===== src/rtl/ram_arbiter_2port.sv =====
// ram_arbiter_2port
//   Round-robin arbiter/sequencer that lets two masters share the single
//   write/address/data port of a synchronous RAM. One transaction is in
//   flight at a time: IDLE (arbitrate + accept) -> ACCESS (drive RAM) ->
//   optional WAIT (cover RAM read latency) -> IDLE.
//
// Parameters
//   ADDR_W    RAM address width
//   DATA_W    RAM data width
//   READ_LAT  cycles from ram_addr driven to ram_dout valid (0..7)
//
// Ports
//   clk, rst_n                 clock, asynchronous active-low reset
//   reqN_valid/ready           request handshake, N = 0,1
//   reqN_wr/addr/wdata         request fields, stable while valid
//   rspN_valid                 one-cycle pulse when read data is returned
//   rspN_rdata                 read data, held until the next response
//   ram_wr/ram_addr/ram_din    RAM port (this block is its only driver)
//   ram_dout                   RAM read data
//   busy                       high whenever a transaction is in progress
module ram_arbiter_2port #(
    parameter int ADDR_W   = 4,
    parameter int DATA_W   = 8,
    parameter int READ_LAT = 1
) (
    input  logic              clk,
    input  logic              rst_n,
    input  logic              req0_valid,
    output logic              req0_ready,
    input  logic              req0_wr,
    input  logic [ADDR_W-1:0] req0_addr,
    input  logic [DATA_W-1:0] req0_wdata,
    input  logic              req1_valid,
    output logic              req1_ready,
    input  logic              req1_wr,
    input  logic [ADDR_W-1:0] req1_addr,
    input  logic [DATA_W-1:0] req1_wdata,
    output logic              rsp0_valid,
    output logic [DATA_W-1:0] rsp0_rdata,
    output logic              rsp1_valid,
    output logic [DATA_W-1:0] rsp1_rdata,
    output logic              ram_wr,
    output logic [ADDR_W-1:0] ram_addr,
    output logic [DATA_W-1:0] ram_din,
    input  logic [DATA_W-1:0] ram_dout,
    output logic              busy
);

    typedef enum logic [1:0] {IDLE, ACCESS, WAIT} state_t;

    localparam bit       LAT0   = (READ_LAT == 0);
    // WAIT counter preload; counts down to zero, capture on zero.
    localparam logic [2:0] LAT_M1 = (READ_LAT > 0) ? 3'(READ_LAT - 1) : 3'd0;

    state_t              r_state;
    logic                r_ptr;      // last granted id
    logic                r_id;       // id of the transaction in flight
    logic                r_wr;
    logic [ADDR_W-1:0]   r_addr;
    logic [DATA_W-1:0]   r_wdata;
    logic [2:0]          r_cnt;
    logic                r_ram_wr;
    logic                r_rsp0_valid;
    logic                r_rsp1_valid;
    logic [DATA_W-1:0]   r_rsp0_rdata;
    logic [DATA_W-1:0]   r_rsp1_rdata;

    logic                w_idle;
    logic                w_grant0;
    logic                w_grant1;
    logic                w_hs;
    logic                w_capture;
    logic                w_sel_wr;
    logic [ADDR_W-1:0]   w_sel_addr;
    logic [DATA_W-1:0]   w_sel_wdata;

    // Ready is gated by rst_n so nothing is accepted while reset is held,
    // even though the FSM already sits in IDLE.
    assign w_idle   = (r_state == IDLE) & rst_n;
    // req0 wins unless req1 is also valid and req0 was granted last.
    assign w_grant0 = req0_valid & (~req1_valid | r_ptr);
    assign w_grant1 = req1_valid & ~w_grant0;
    assign w_hs     = w_idle & (w_grant0 | w_grant1);

    assign req0_ready = w_idle & w_grant0;
    assign req1_ready = w_idle & w_grant1;

    assign w_sel_wr    = w_grant1 ? req1_wr    : req0_wr;
    assign w_sel_addr  = w_grant1 ? req1_addr  : req0_addr;
    assign w_sel_wdata = w_grant1 ? req1_wdata : req0_wdata;

    // Read data is sampled at the end of ACCESS when there is no latency,
    // otherwise at the end of the last WAIT cycle.
    assign w_capture = ((r_state == ACCESS) & ~r_wr & LAT0) |
                       ((r_state == WAIT) & (r_cnt == 3'd0));

    always_ff @(posedge clk or negedge rst_n) begin
        if (!rst_n) begin
            r_state      <= IDLE;
            r_ptr        <= 1'b1;
            r_id         <= 1'b0;
            r_wr         <= 1'b0;
            r_addr       <= '0;
            r_wdata      <= '0;
            r_cnt        <= 3'd0;
            r_ram_wr     <= 1'b0;
            r_rsp0_valid <= 1'b0;
            r_rsp1_valid <= 1'b0;
            r_rsp0_rdata <= '0;
            r_rsp1_rdata <= '0;
        end else begin
            r_rsp0_valid <= 1'b0;
            r_rsp1_valid <= 1'b0;

            if (w_capture) begin
                if (r_id) begin
                    r_rsp1_valid <= 1'b1;
                    r_rsp1_rdata <= ram_dout;
                end else begin
                    r_rsp0_valid <= 1'b1;
                    r_rsp0_rdata <= ram_dout;
                end
            end

            case (r_state)
                IDLE: begin
                    if (w_hs) begin
                        r_id     <= w_grant1;
                        r_ptr    <= w_grant1;
                        r_wr     <= w_sel_wr;
                        r_addr   <= w_sel_addr;
                        r_wdata  <= w_sel_wdata;
                        // ram_wr is registered so it is high exactly in ACCESS
                        r_ram_wr <= w_sel_wr;
                        r_state  <= ACCESS;
                    end
                end
                ACCESS: begin
                    r_ram_wr <= 1'b0;
                    if (r_wr || LAT0) begin
                        r_state <= IDLE;
                    end else begin
                        r_cnt   <= LAT_M1;
                        r_state <= WAIT;
                    end
                end
                WAIT: begin
                    if (r_cnt == 3'd0) r_state <= IDLE;
                    else               r_cnt   <= r_cnt - 3'd1;
                end
                default: r_state <= IDLE;
            endcase
        end
    end

    assign ram_wr     = r_ram_wr;
    assign ram_addr   = r_addr;
    assign ram_din    = r_wdata;
    assign rsp0_valid = r_rsp0_valid;
    assign rsp1_valid = r_rsp1_valid;
    assign rsp0_rdata = r_rsp0_rdata;
    assign rsp1_rdata = r_rsp1_rdata;
    assign busy       = (r_state != IDLE);

endmodule

===== config.mk =====
export PLATFORM = sky130hd
export DESIGN_NAME = ram_arbiter_2port
export DESIGN_NICKNAME = d
export VERILOG_FILES = /design/src/rtl/ram_arbiter_2port.sv
export SDC_FILE = /design/constraint.sdc
export NUM_CORES = 1
export LEC_CHECK = 0
export CAP_MARGIN = 10
export CORE_ASPECT_RATIO = 1.75
export CORE_MARGIN = 2
export CORE_UTILIZATION = 38
export DETAILED_ROUTE_END_ITERATION = 16
export GPL_ROUTABILITY_DRIVEN = 0
export PLACE_DENSITY = 0.84
export SYNTH_ARGS = -nofsm -noshare
export SYNTH_HDL_FRONTEND = slang
export SYNTH_SLANG_ARGS = --single-unit

===== constraint.sdc =====
create_clock -name clk -period 1.6 [get_ports clk]
set_input_delay 0.32 -clock clk [delete_from_list [all_inputs] [get_ports clk]]
set_output_delay 0.32 -clock clk [all_outputs]
set_load 0.05 [all_outputs]

## After elaboration in Yosys (flattened, before gate mapping)

Cells that the tools add are included.

- Register bits: 39
- Input port bits: 38
- Output and inout port bits: 34
- Word-level logic and storage cells: 58

- $add $sub $neg: 1
- Equality and inequality tests: 6
- Mux-type cells: 16
- Bitwise logic cells: 12
- Reductions and logical operators: 11

Operators with widths:

| kind | number |
|---|---|
| 2-bit AND reduction | 5 |
| 8-bit 2-to-1 mux | 1 |
| 1-bit bitwise AND | 7 |
| 1-bit 2-to-1 mux | 6 |
| 2-bit 2-to-1 mux | 3 |
| 3-bit 2-to-1 mux | 2 |
| 2-bit inequality test (second input constant) | 3 |
| 2-bit one-hot mux with 3 select lines | 1 |
| 3-bit one-hot mux with 2 select lines | 1 |
| 2-bit nonzero test | 3 |
| 4-bit 2-to-1 mux | 1 |
| 3-bit zero test | 1 |
| 1-bit inverter | 3 |
| 3-bit AND reduction | 1 |
| 3-bit by 1-bit subtractor with 3-bit output (second input constant) | 1 |
| 2-bit by 1-bit == test with 1-bit output (second input constant) | 1 |
| 2-bit == test (second input constant) | 1 |
| 2-bit zero test | 1 |
| 2-bit by 1-bit inequality test with 1-bit output (second input constant) | 1 |
| 1-bit bitwise OR | 2 |
| 1-bit one-hot mux with 2 select lines | 1 |

## Depth between registers and ports, before layout

Gate-level depths: netlist of the first run.

- Depth after elaboration: 9
- Mapped depth: 7
- Depth with buffers taken out: 7

## Worst setup path before layout of the first run

Ideal clock, no wire load.

- Kind: reg-to-output
- Start: register r_ptr
- End: output req0_ready
- Data arrival time: 1495 ps
- Required time: 1280 ps
- Path slack: -215 ps
- Stages on the path, launching flop included: 4
- Path buffers: 1
- Cells stage by stage: dfstp_2 o21ai_0 buf_2 nor2_1

- Longest elaborated chain between the ends: 3

Ends and longest elaborated chain:

| item | RTL line | source |
|---|---|---|
| start: declaration | 56 | `logic r_ptr;` |
| start signal: assignment | 129 | `r_ptr <= w_grant1;` |
| 1-bit bitwise OR | 81 | `assign w_grant0 = req0_valid & (~req1_valid \| r_ptr);` |
| 1-bit bitwise AND | 81 |  |
| 1-bit bitwise AND | 85 | `assign req0_ready = w_idle & w_grant0;` |
| end: declaration | 29 | `output logic req0_ready,` |

No other way between the ends.

## Worst setup path after layout of the first run

- Start: register r_cnt[0]
- End: register r_rsp0_rdata[4] (netlist: rsp0_rdata[4])

- Longest elaborated chain between the ends: 3

Ends and longest elaborated chain:

| item | RTL line | source |
|---|---|---|
| start: declaration | 61 | `logic [2:0] r_cnt;` |
| start signal: assignment | 149 | `else r_cnt <= r_cnt - 3'd1;` |
| 3-bit zero test | 95 | `((r_state == WAIT) & (r_cnt == 3'd0));` |
| 1-bit bitwise AND | 95 |  |
| 2-bit AND reduction (no line) | - |  |
| end signal: assignment | 121 | `r_rsp0_rdata <= ram_dout;` |
| end: declaration | 65 | `logic [DATA_W-1:0] r_rsp0_rdata;` |

No other way between the ends.
A chain may end at the register's enable or synchronous reset.

==> impl_metrics.ini, run 1 <==
[synthesis]
synth_top_family_by_area = compound AO/OA/AOI/OAI gates
synthMuxAreaShare_pct = 5.42
syn_inst = 157
yosys_register_bits = 39
synth-seq-area-share_pct = 58.8
synth_fa_ha_area_share_pct = 1.50
synth_area_per_cell_um2 = 10.6
synth.distinct_cells = 29
synthSimpleGateAreaFrac_pct = 14.7
synth_compound_area_share_pct = 16.0
synth_xor_xnor_area_share_pct = 0
syn_area_um2 = 1660
synth-edff-count = 0
synthFlopType = dfrtp_1
yosysWarningCount = 0
synthArstFlopShare_pct = 100
synth_nets = 197

[clock_network]
cts_tree = yes
clk_pin_slew_ns = 0.07
cts_buffers = 5
clockBufferDepth = 2
root_buffer = clkbuf_8
clock-sinks = 39
clk_latency_ns = 0.29
htree_levels = 2

[detailed_routing]
wl_per_cell_um = 15.2
via_per_inst = 5.07
first_pass_iters = 4
antenna_left = 0
drt_iter0_markers = 20
num_vias = 1567
drc = 0
routed_wl_um = 4690

[die]
dieHeight_um = 91.5
start_util_pct = 39.7
die_area_um2 = 4940
die_x_um = 54.0
core_um2 = 4190
row_count = 31
pin_count = 72

[place]
port_buffers = 71
place_area_um2 = 2530
place_hpwl_um = 3360
pre_cts_ws_ns = -0.229

[critical_path]
arrival_ns = 1.81
crit_type = reg -> reg
critPathMaxFanout = 5
start_kind = flop
crit_start = r_cnt[0]$_DFFE_PN0P_
reg2reg_depth = 6
required_ns = 1.78
critPathCaptureType = flop
r2r_start = r_cnt[0]$_DFFE_PN0P_

[timing]
finalWorstSetupSlack_ns = -0.0258
tightest_slew_ns = 0.389
fin_crit_sh_pct = 102
hold_ws_ns = 0.0358
slew_headroom_pct = 74.1
hold_viol = 0
achievable-frequency_mhz = 615
maxSlewViolCount = 0
min_period_ns = 1.63
finClkSkew_ns = 0.00302
setup_violations = 6
grt_setup_unrepaired = true

[outcome]
status = finished with violations
violations = setup timing

[grt]
grt_usage_pct = 20.5
grt_max_degree = 32
grt_pass1_vias = 1645
grt_remaining_overflow = 0
grt_pass1_wl_um = 7380
grt_antenna_before_repair = 0

[finish]
postLayoutCellArea_um2 = 2790
finalCoreUtilization_pct = 66.5
drive_gt1_share_pct = 38.5
area_growth_syn_to_layout_pct = 67.6
diodes = 0
nets = 299

[pwr]
power.density_nw_per_um2 = 1690
peakVddDrop_mv = 1.09
leakage_nw = 1.30

[flow_run]
maxCapViolCount = 0

[worst_hold_path]
hold_class = in -> async
[routing by layer]
metal	global-route usage, %	vias to the layer above	part of all wire, %
met5	0	-	0
met4	9.38	0	2.4
met3	5.10	10	4.0
met2	36.0	53	58
met1	21.7	755	35
li1	-	749	-
[cell usage in the layout (no fill, tap or decap), types with 4 or more instances in the layout]
cell | netlist | final
a21oi_1 | 16 | 16
buf_12 | 0 | 4
buf_4 | 0 | 58
clkbuf_8 | 0 | 5
clkdlybuf4s50_1 | 0 | 34
dfrtp_1 | 38 | 36
inv_1 | 6 | 4
mux2_4 | 0 | 5
nand2_1 | 27 | 26
nor2_1 | 20 | 17
o22ai_1 | 12 | 12
[through the flow]
stage,setup TNS [ns],total power [mW],std cells
6_report,-0.136,4.72,309
5_1_grt,-0.702,4.95,309
4_1_cts,-0.0879,4.71,307
3_5_place_dp,-1.99,3.99,292
3_3_place_gp,-0.913,3.93,292
2_1_floorplan,0,3.08,157
[power breakdown]
group,internal (mW),switching [mW]
registers,1.33,0.223
logic,0.897,1.63
clock network,0.298,0.338
[Yosys cell counts (2+ instances only)]
cell / instances / area, um^2
a21oi_1: 16 / 80.1
a311oi_1: 2 / 17.5
buf_2: 3 / 15.0
clkbuf_1: 2 / 7.51
dfrtp_1: 38 / 951
ha_1: 2 / 25.0
inv_1: 6 / 22.5
mux2_2: 8 / 90.1
nand2_1: 27 / 101
nand2b_1: 2 / 12.5
nor2_1: 20 / 75.1
o21ai_0: 3 / 15.0
o22ai_1: 12 / 75.1
[worst max-delay path: stages, from the launching register on]
cell and delay (ns):
dfrtp_1 0.39, inv_2 0.07, ha_4 0.13, ha_4 0.12, nor4bb_4 0.27, buf_6 0.19
mux2_2 0.33
[kinds of logic (layout without fill, tap and decap cells)]
family	count (synthesis)	in the layout
buffers and inverters	13	116
multiplexers	8	8
AND/OR/NAND/NOR	54	54
flip-flops	39	39
adder cells (fa/ha/maj)	2	2
AO/OA/AOI/OAI	41	41
[worst paths after layout]
path,to,slack [ns]
min in group clk,rsp1_rdata[7]$_DFFE_PN0P_,0.48
max,rsp0_rdata[4]$_DFFE_PN0P_,-0.03
max reg2reg,rsp0_rdata[4]$_DFFE_PN0P_,-0.03
min,r_id$_DFFE_PN0P_,0.04
min reg2reg,rsp1_rdata[7]$_DFFE_PN0P_,0.48
max in group asynchronous,r_state[0]$_DFFE_PN0P_,1.15
[sequential cells by signal (all words and copies together) (netlist names)]
signal      cells
ram_din         8
ram_addr        4
r_cnt           3
ram_wr          1
rsp1_valid      1
r_id            1
rsp0_rdata      8
r_wr            1
r_ptr           1
r_state         2
rsp1_rdata      8
rsp0_valid      1
[timing repair]
action	in CTS	in global routing
pin swaps	2	4
buffers inserted	6	2
resized for setup	22	7
cloned	1	0
hold buffers	0	0
endpoints found under the setup margin	19	11
[final cells by class]
class	count	area [um^2]
clock buffer	5	68.8
clock inverter	3	15.0
fill	332	1400
inverter	7	26.3
multi-input combinational	105	734
sequential	39	980
tap	49	61.3
timing repair buffer	101	901
No activity file was read; power rests on OpenSTA's default activity.
==> run 2: changes to the inputs <==
--- a/config.mk
+++ b/config.mk
@@ -5,7 +5,6 @@
 export SDC_FILE = /design/constraint.sdc
 export NUM_CORES = 1
 export LEC_CHECK = 0
-export CAP_MARGIN = 10
 export CORE_ASPECT_RATIO = 1.75
 export CORE_MARGIN = 2
 export CORE_UTILIZATION = 38
==> results of run 2 <==
Final layout, timing and power as in run 1 (identical DEF).
